## src/rtl/key_led_pkg.sv

```systemverilog
// Shared constants and types for the key/LED/UART bridge.
package key_led_pkg;

  localparam logic [1:0] OP_SET    = 2'b00;
  localparam logic [1:0] OP_TOGGLE = 2'b01;
  localparam logic [1:0] OP_QUERY  = 2'b10;
  localparam logic [1:0] OP_MASK   = 2'b11;

  localparam logic [1:0] RSP_STATUS = 2'b10;
  localparam logic [1:0] RSP_KEY    = 2'b01;

  localparam int WAIT_HI_TIMEOUT = 4;

  typedef enum logic [1:0] {
    TX_IDLE,
    TX_SEND,
    TX_WAIT_HI,
    TX_WAIT_LO
  } tx_state_t;

endpackage

```

## src/rtl/key_led_uart_bridge_byte_fifo.sv

```systemverilog
// Synchronous first-word-fall-through byte FIFO; push ignored when full, pop ignored when empty.
module byte_fifo #(
  parameter int DEPTH = 8,
  localparam int AW = $clog2(DEPTH)
) (
  input  logic        clk,
  input  logic        rst,
  input  logic        push,
  input  logic [7:0]  wdata,
  input  logic        pop,
  output logic [7:0]  rdata,
  output logic        full,
  output logic        empty,
  output logic [AW:0] level
);

  localparam logic [AW:0]   FULL_LVL = (AW+1)'(DEPTH);
  localparam logic [AW:0]   LVL_ONE  = (AW+1)'(1);
  localparam logic [AW-1:0] PTR_ONE  = AW'(1);

  logic [7:0]    mem [DEPTH];
  logic [AW-1:0] wr_ptr, rd_ptr;
  logic          do_push, do_pop;

  assign full    = (level == FULL_LVL);
  assign empty   = (level == '0);
  assign do_push = push && !full;
  assign do_pop  = pop && !empty;
  assign rdata   = mem[rd_ptr];

  always_ff @(posedge clk) begin
    if (do_push) mem[wr_ptr] <= wdata;
  end

  // Pointers are exactly AW bits wide, so wrap modulo DEPTH is free.
  always_ff @(posedge clk or posedge rst) begin
    if (rst) begin
      wr_ptr <= '0;
      rd_ptr <= '0;
      level  <= '0;
    end else begin
      if (do_push) wr_ptr <= wr_ptr + PTR_ONE;
      if (do_pop)  rd_ptr <= rd_ptr + PTR_ONE;
      case ({do_push, do_pop})
        2'b10:   level <= level + LVL_ONE;
        2'b01:   level <= level - LVL_ONE;
        default: level <= level;
      endcase
    end
  end

endmodule

```

## src/rtl/key_led_uart_bridge.sv

```systemverilog
// UART command decoder driving LEDs, key press reporter and paced TX queue.
// KEY_LED_BRIDGE_ACK_EN: SET/TOGGLE/MASK also emit a status response byte.
module key_led_uart_bridge
  import key_led_pkg::*;
#(
  parameter int KEY_NUM    = 4,
  parameter int LED_NUM    = 4,
  parameter int FIFO_DEPTH = 8
) (
  input  logic                          sys_clk,
  input  logic                          sys_rst,
  input  logic [KEY_NUM-1:0]            key_stable,
  input  logic                          rx_valid,
  input  logic [7:0]                    rx_data,
  input  logic                          tx_busy,
  output logic                          tx_en,
  output logic [7:0]                    tx_data,
  output logic [LED_NUM-1:0]            led,
  output logic [$clog2(FIFO_DEPTH):0]   fifo_level
);

  localparam logic [2:0] HI_LAST = 3'(WAIT_HI_TIMEOUT - 1);

  logic [1:0]         opcode;
  logic [LED_NUM-1:0] led_arg;
  logic [KEY_NUM-1:0] key_arg;
  logic [KEY_NUM-1:0] key_mask, key_prev, key_pending, key_set, key_clr;
  logic               query_pending, query_set, query_clr;
  logic               push, pop, fifo_full, fifo_empty;
  logic [7:0]         push_data, fifo_rdata;
  tx_state_t          state;
  logic [2:0]         wait_cnt;

  assign opcode  = rx_data[7:6];
  assign led_arg = LED_NUM'(rx_data[5:0]);
  assign key_arg = KEY_NUM'(rx_data[5:0]);
  assign key_set = key_prev & ~key_stable & key_mask;

`ifdef KEY_LED_BRIDGE_ACK_EN
  assign query_set = rx_valid;
`else
  assign query_set = rx_valid && (opcode == OP_QUERY);
`endif

  // Status response first, then the lowest-index pending key.
  always_comb begin
    push      = 1'b0;
    push_data = '0;
    query_clr = 1'b0;
    key_clr   = '0;
    if (!fifo_full) begin
      if (query_pending) begin
        push      = 1'b1;
        push_data = {RSP_STATUS, 6'(led)};
        query_clr = 1'b1;
      end else begin
        for (int i = KEY_NUM - 1; i >= 0; i--) begin
          if (key_pending[i]) begin
            push       = 1'b1;
            push_data  = {RSP_KEY, 3'b000, 3'(i)};
            key_clr    = '0;
            key_clr[i] = 1'b1;
          end
        end
      end
    end
  end

  always_ff @(posedge sys_clk or posedge sys_rst) begin
    if (sys_rst) begin
      led           <= '0;
      key_mask      <= '1;
      key_prev      <= '1;
      key_pending   <= '0;
      query_pending <= 1'b0;
    end else begin
      key_prev      <= key_stable;
      key_pending   <= (key_pending & ~key_clr) | key_set;
      query_pending <= (query_pending & ~query_clr) | query_set;
      if (rx_valid) begin
        case (opcode)
          OP_SET:    led      <= led_arg;
          OP_TOGGLE: led      <= led ^ led_arg;
          OP_MASK:   key_mask <= key_arg;
          default:   led      <= led;
        endcase
      end
    end
  end

  assign pop = (state == TX_IDLE) && !fifo_empty;

  always_ff @(posedge sys_clk or posedge sys_rst) begin
    if (sys_rst) begin
      state    <= TX_IDLE;
      tx_en    <= 1'b0;
      tx_data  <= '0;
      wait_cnt <= '0;
    end else begin
      tx_en <= 1'b0;
      case (state)
        TX_IDLE: begin
          if (!fifo_empty) begin
            tx_data <= fifo_rdata;
            tx_en   <= 1'b1;
            state   <= TX_SEND;
          end
        end
        TX_SEND: begin
          wait_cnt <= '0;
          state    <= TX_WAIT_HI;
        end
        TX_WAIT_HI: begin
          if (tx_busy || wait_cnt == HI_LAST) state <= TX_WAIT_LO;
          else wait_cnt <= wait_cnt + 3'd1;
        end
        TX_WAIT_LO: begin
          if (!tx_busy) state <= TX_IDLE;
        end
        default: state <= TX_IDLE;
      endcase
    end
  end

  byte_fifo #(.DEPTH(FIFO_DEPTH)) u_fifo (
    .clk   (sys_clk),
    .rst   (sys_rst),
    .push  (push),
    .wdata (push_data),
    .pop   (pop),
    .rdata (fifo_rdata),
    .full  (fifo_full),
    .empty (fifo_empty),
    .level (fifo_level)
  );

endmodule

```

## config.mk

```make
export PLATFORM = sky130hd
export DESIGN_NAME = key_led_uart_bridge
export DESIGN_NICKNAME = d
export VERILOG_FILES = /design/src/rtl/key_led_pkg.sv /design/src/rtl/key_led_uart_bridge_byte_fifo.sv /design/src/rtl/key_led_uart_bridge.sv
export SDC_FILE = /design/constraint.sdc
export NUM_CORES = 1
export LEC_CHECK = 0
export ABC_AREA = 1
export ABC_CLOCK_PERIOD_IN_PS = 2600
export BUFFER_PORTS_ARGS = -buffer_cell sky130_fd_sc_hd__buf_2
export CAP_MARGIN = 20
export CELL_PAD_IN_SITES_DETAIL_PLACEMENT = 0
export CELL_PAD_IN_SITES_GLOBAL_PLACEMENT = 1
export CORE_MARGIN = 4
export CORE_UTILIZATION = 25
export CTS_CLUSTER_SIZE = 10
export DETAILED_ROUTE_END_ITERATION = 8
export PLACE_DENSITY_LB_ADDON = 0.1
export SLEW_MARGIN = 5
export SYNTH_ARGS = -nofsm -noshare
export SYNTH_HDL_FRONTEND = slang
export SYNTH_HIERARCHICAL = 1
export SYNTH_SLANG_ARGS = --single-unit
```

## constraint.sdc

```tcl
create_clock -name sys_clk -period 2.6 [get_ports sys_clk]
set_input_delay 0.39 -clock sys_clk [delete_from_list [all_inputs] [get_ports sys_clk]]
set_output_delay 0.39 -clock sys_clk [all_outputs]
set_load 0.02 [all_outputs]
```

Word-level counts from Yosys, hierarchy flattened
Memory sizes are Yosys's and may differ from the RTL's. A register that Yosys moved wholly into a read port is not among the register bits. Index checks and enable logic that the tools add are counted.

Input bits: 16. Memory bits (writable): 64. Register bits after elaboration: 33. Word-level logic and storage cells: 92. Output and inout bits: 17. Memories: 1.

Memory list: u_fifo.mem (words 8, bits a word 8, read ports 1, clocked after memory_dff 1, wr ports 1, RTL line key_led_uart_bridge_byte_fifo.sv:21) `logic [7:0] mem [DEPTH];`.

Bitwise operators: 11. Reduce and logical (&&, ||, !) cells: 18. Multiplexer cells: 32. Eq/ne operators: 14. $add $sub $neg: 5.

Operators with widths (number): $mux 8 (5); $mux 4 (6); $pmux 4 s2 (2); $and 4x4->4 (3); $mux 1 (12); $eq 2x2->1 const B (5); $add 3x1->3 const B (3); $ne 2x2->1 const B (4); $not 4->4 (2); $pmux 2 s4 (1); $reduce_and 2->1 (4); $mux 7 (1); $eq 2x1->1 const B (3); $mux 2 (3); $pmux 3 s2 (1); $reduce_bool 2->1 (3); $add 4x1->4 const B (1); $eq 4x4->1 const B (1); $logic_and 1x1->1 (4); $logic_not 2->1 (2); $logic_not 4->1 (1); $or 4x4->4 (1); $sub 4x1->4 const B (1); $xor 4x4->4 (1); other kinds (8) (10).

Logic depth before layout (Yosys ltp)
Depth in word-level cells: 9. Mapped depth: 16. Gate-level depth less buffers: 15.

By module
The synthesis kept the hierarchy.

Modules (own cells, without submodules): byte_fifo (sequential area each 2172.1 µm², area an instance 3405.8 µm², instances 1, cells each 358); key_led_uart_bridge (sequential area each 785.8 µm², area an instance 1478.9 µm², instances 1, cells each 170).

Least setup slack after synthesis
OpenSTA, ideal clock, no wires.

Path type: flip-flop to flip-flop. Start: reg u_fifo.level[0]. End: reg u_fifo.level[3]. Arrival: 2330 ps. Buffers on the path: 1. Clock period less this slack: 2447 ps. Data required time: 2483 ps. Library setup time: 117 ps. Slack: 153 ps. Cell stages (with the launch flop): 16. Path through: dfrtp_1 -> nor2_1 -> nand3_1 -> inv_1 -> or2_1 -> buf_6 -> clkinv_8 -> nand2_1 -> inv_1 -> ha_1 -> ha_1 -> or2_2 -> nand2_1 -> nand2_1 -> nand3_1 -> nand2_1.

Word-level cells in the longest chain between the ends: 6. Elaborated cells between the ends (all ways): 14. Classes of those cells: 2 x add/sub; 3 x eq/ne; 2 x mux; 7 x reduce/logical.

Ends and longest elaborated chain: start: declaration (RTL line key_led_uart_bridge_byte_fifo.sv:14) `output logic [AW:0] level`; start signal: assignment (RTL line key_led_uart_bridge_byte_fifo.sv:45) `2'b10: level <= level + LVL_ONE;`; start signal: assignment (RTL line key_led_uart_bridge_byte_fifo.sv:46) `2'b01: level <= level - LVL_ONE;`; start signal: assignment (RTL line key_led_uart_bridge_byte_fifo.sv:47) `default: level <= level;`; $logic_not 4->1 * (RTL line key_led_uart_bridge_byte_fifo.sv:26) `assign empty = (level == '0);`; named net fifo_empty (RTL line key_led_uart_bridge.sv:29) `logic push, pop, fifo_full, fifo_empty;`; $logic_not 1->1 * (RTL line key_led_uart_bridge.sv:91) `assign pop = (state == TX_IDLE) && !fifo_empty;`; $logic_and 1x1->1 * (RTL line key_led_uart_bridge.sv:91); named net pop (RTL line key_led_uart_bridge.sv:29); $logic_and 1x1->1 * (RTL line key_led_uart_bridge_byte_fifo.sv:28) `assign do_pop = pop && !empty;`; named net u_fifo.do_pop (RTL line key_led_uart_bridge_byte_fifo.sv:23) `logic do_push, do_pop;`; $eq 2x1->1 / $eq 2x2->1 (equally long branches) (RTL line key_led_uart_bridge_byte_fifo.sv:44) `case ({do_push, do_pop})`; $pmux 4 s2 / $reduce_bool 2->1 (equally long branches).

The timed path passes the listed nets; every way through them passes the cells marked *. A chain may end at the register's enable or synchronous reset.

Worst setup path after layout
Ends and elaborated chain as after synthesis.

==> flow_metrics.tcl <==
set metrics [dict create \
    outcome "finished clean" \
    h-tree-depth 3 \
    relSlewSlack_pct 55.3 \
    clock_insertion_delay_worst_skew_ns 0.35 \
    grt.total_usage_pct 10.3 \
    yosys.area.top_type "sky130_fd_sc_hd__edfxtp_1" \
    static_leak_nw 2.74 \
    finalHoldViolations 0 \
    antenna_violating_nets_post_route 0 \
    time_the_worst_path_needs_with_i_o_delays_and_setup_ns 2.37 \
    max-cap-violations 0 \
    root_buffer "sky130_fd_sc_hd__clkbuf_16" \
    power_density_of_the_placed_cells_nw_per_um2 1100 \
    min-delay-path-class "in2async" \
    detailedRoute.firstIterationViolations 105 \
    syn_to_final_growth_pct 18.3 \
    crit_end_element "flop" \
    cts_hold_buf 0 \
    cts_resized 0 \
    arrival_time_of_data_at_the_critical_path_endpoint_ns 2.61 \
    rows 50 \
    placeableCoreArea_um2 19000 \
    yosys_warnings 6 \
    routed_via_density 3.93 \
    final.period_utilization_pct 91.1 \
    detailedRoute.firstPassIterationCount 4 \
    cts.reportedPaths.clkPinSlew_ns 0.07 \
    synth_top_area_share_pct 39.3 \
    maximum_number_of_pins_on_one_net_before_global_route_repair 59 \
    place.detailed.instances 841 \
    post-layout-total-power_mw 6.37 \
    detail_route.wl_per_cell_um 12.4 \
    die_area_um2 21800 \
    design.portCount 33 \
    wl_mm 10.6 \
    worst_vdd_drop_v 0.000427 \
    tritoncts "done" \
    antenna_found_initial 0 \
    clock-sinks 105 \
    setup-violations-final 0 \
    cts_buffer_depth 2 \
    antenna_cells 0 \
    drc 0 \
    synth.yosys.seq_area_share_pct 60.6 \
    numPortBuffers 30 \
    final_net_count 620 \
    r2r_slack_ns 0.23 \
    drive_gt1_share_pct 16.2 \
    setup_repair_after_global_routing_missed_its_margin "no" \
    drv_slew 0 \
    fillCellCount 2026 \
    cts-buffers-inserted 9 \
    worstPathRequired_ns 2.84 \
    grt_pass1_wl_mm 17.3 \
    clock_skew_ns 0.00666 \
    worst-path-max-fanout 5 \
    via_count 3371 \
    globalRoute.totalOverflow 0 \
    synth.avg_cell_area_um2 9.25 \
    layout_commonest_cell "sky130_fd_sc_hd__nand2_1" \
    worst_slew_pin_slew_ns 0.668 \
    die_h_um 148 \
    final_design_area_no_fill_um2 5780 \
    gp_routability_congestion 0.731 \
    cts_setup_buffers 0 \
    synth_cell_types 29 \
    hpwl_mm 7.64 \
    maxClockFrequency_mhz 422 \
    fin_cells 857 \
    layout_common_cells "sky130_fd_sc_hd__nand2_1, sky130_fd_sc_hd__nor2_1, sky130_fd_sc_hd__inv_1, sky130_fd_sc_hd__edfxtp_1, sky130_fd_sc_hd__dfrtp_1" \
    final_core_utilization_pct 30.5 \
    synthesis.area_um2 4880 \
    synthCells 528 \
    yosys_reg_bits 105 \
    critPathLaunchType "flop" \
    dpl-instance-area_um2 5490 \
    first_global_vias 3296 \
    ys_top_cells_by_area "sky130_fd_sc_hd__edfxtp_1, sky130_fd_sc_hd__dfrtp_1, sky130_fd_sc_hd__nand2_1" \
    worstRegToRegCells 14 \
    initial_util_pct 25.8 \
    die_span_in_x_um 148 \
    fin_setup_tns_ns 0 \
    path_class "reg2reg" \
]
==> synth_stat cells, drive strengths merged <==
cell	n
nand2	192
nor2	74
inv	71
edfxtp	64
dfrtp	33
o21ai	16
nand3	14
buf	12
ha	11
dfstp	8
nor3	8
nand4	7
nand3b	5
xnor2	4
or2	2
xor2	2
a21oi	1
clkbuf	1
clkinv	1
conb	1
fa	1
==> where the power goes <==
group          internal [mW]  switching (mW)  total (mW)  leakage, nW
logic                  0.943            1.71        2.65         1.51
registers               2.22           0.213        2.43         1.08
clock network          0.679           0.612        1.29        0.143
total                   3.84            2.53        6.37         2.74
==> path summary, 6_finish.rpt <==
path,endpoint,startpoint
worst max-delay path,u_fifo/level[3],u_fifo/level[0]
worst min-delay path,u_fifo/level[2],sys_rst
worst max register to register,u_fifo/level[3],u_fifo/level[0]
worst min register to register,key_mask[0],key_mask[0]
max in group asynchronous,key_prev[2],sys_rst
min in group sys_clk,key_prev[1],key_stable[1]
==> cell type report <==
type | instances | area [µm²] | share of cell area, %
well taps | 260 | 325 | 5.63
inverters | 72 | 283 | 4.89
clock buffers | 10 | 239 | 4.14
multi-input cells | 353 | 1610 | 27.9
flip-flops and latches | 105 | 2960 | 51.2
repair buffers | 51 | 320 | 5.54
clock inverters | 6 | 40.0 | 0.693
==> metal layers <==
layer,up-vias,share of wire [%],GRT usage (%)
met2,44,45,16.1
met1,1557,51,14.1
li1,1760,-,-
met4,0,1.1,4.15
met5,-,0,0
met3,10,2.6,1.96
==> logic make-up after synthesis <==
logic type | after synthesis | share of synthesized area, %
AOI/OAI and AO/OA | 17 | 1.74
xor gates and xnor gates | 6 | 1.08
adders and majority gates | 12 | 3.23
buffers and inverters | 85 | 7.89
DFF | 105 | 60.6
other | 1 | 0.0768
and+or+nand+nor | 302 | 25.4
==> worst max-delay path: stages, from the launching register on <==
cell and delay [ns]:
sky130_fd_sc_hd__dfrtp_1 0.39, sky130_fd_sc_hd__nor2_1 0.18, sky130_fd_sc_hd__nand3_1 0.16, sky130_fd_sc_hd__inv_1 0.10, sky130_fd_sc_hd__or2_4 0.16, sky130_fd_sc_hd__clkinv_8 0.04
sky130_fd_sc_hd__nand2_1 0.13, sky130_fd_sc_hd__inv_1 0.11, sky130_fd_sc_hd__ha_4 0.19, sky130_fd_sc_hd__ha_1 0.29, sky130_fd_sc_hd__or2_2 0.29, sky130_fd_sc_hd__nand2_1 0.07
sky130_fd_sc_hd__nand2_1 0.04, sky130_fd_sc_hd__nand3_1 0.06, sky130_fd_sc_hd__nand2_1 0.05
==> state kept, by name (all words and copies together) (netlist names), 4 cells and up <==
| name | flops |
|---|---|
| key_prev | 4 |
| u_fifo/level | 4 |
| key_mask | 4 |
| u_fifo/mem | 64 |
| key_pending | 4 |
| tx_data | 8 |
| led | 4 |
==> per-stage QoR <==
step	worst slack (ns)	hold slack, ns
detailed placement	0.0826	0.424
global route	0.0452	0.0678
finish	0.233	0.0358
floorplan	0.153	0.230
global placement	0.114	0.411
CTS	0.0505	0.0370
Power figures use the tool's default switching activity.
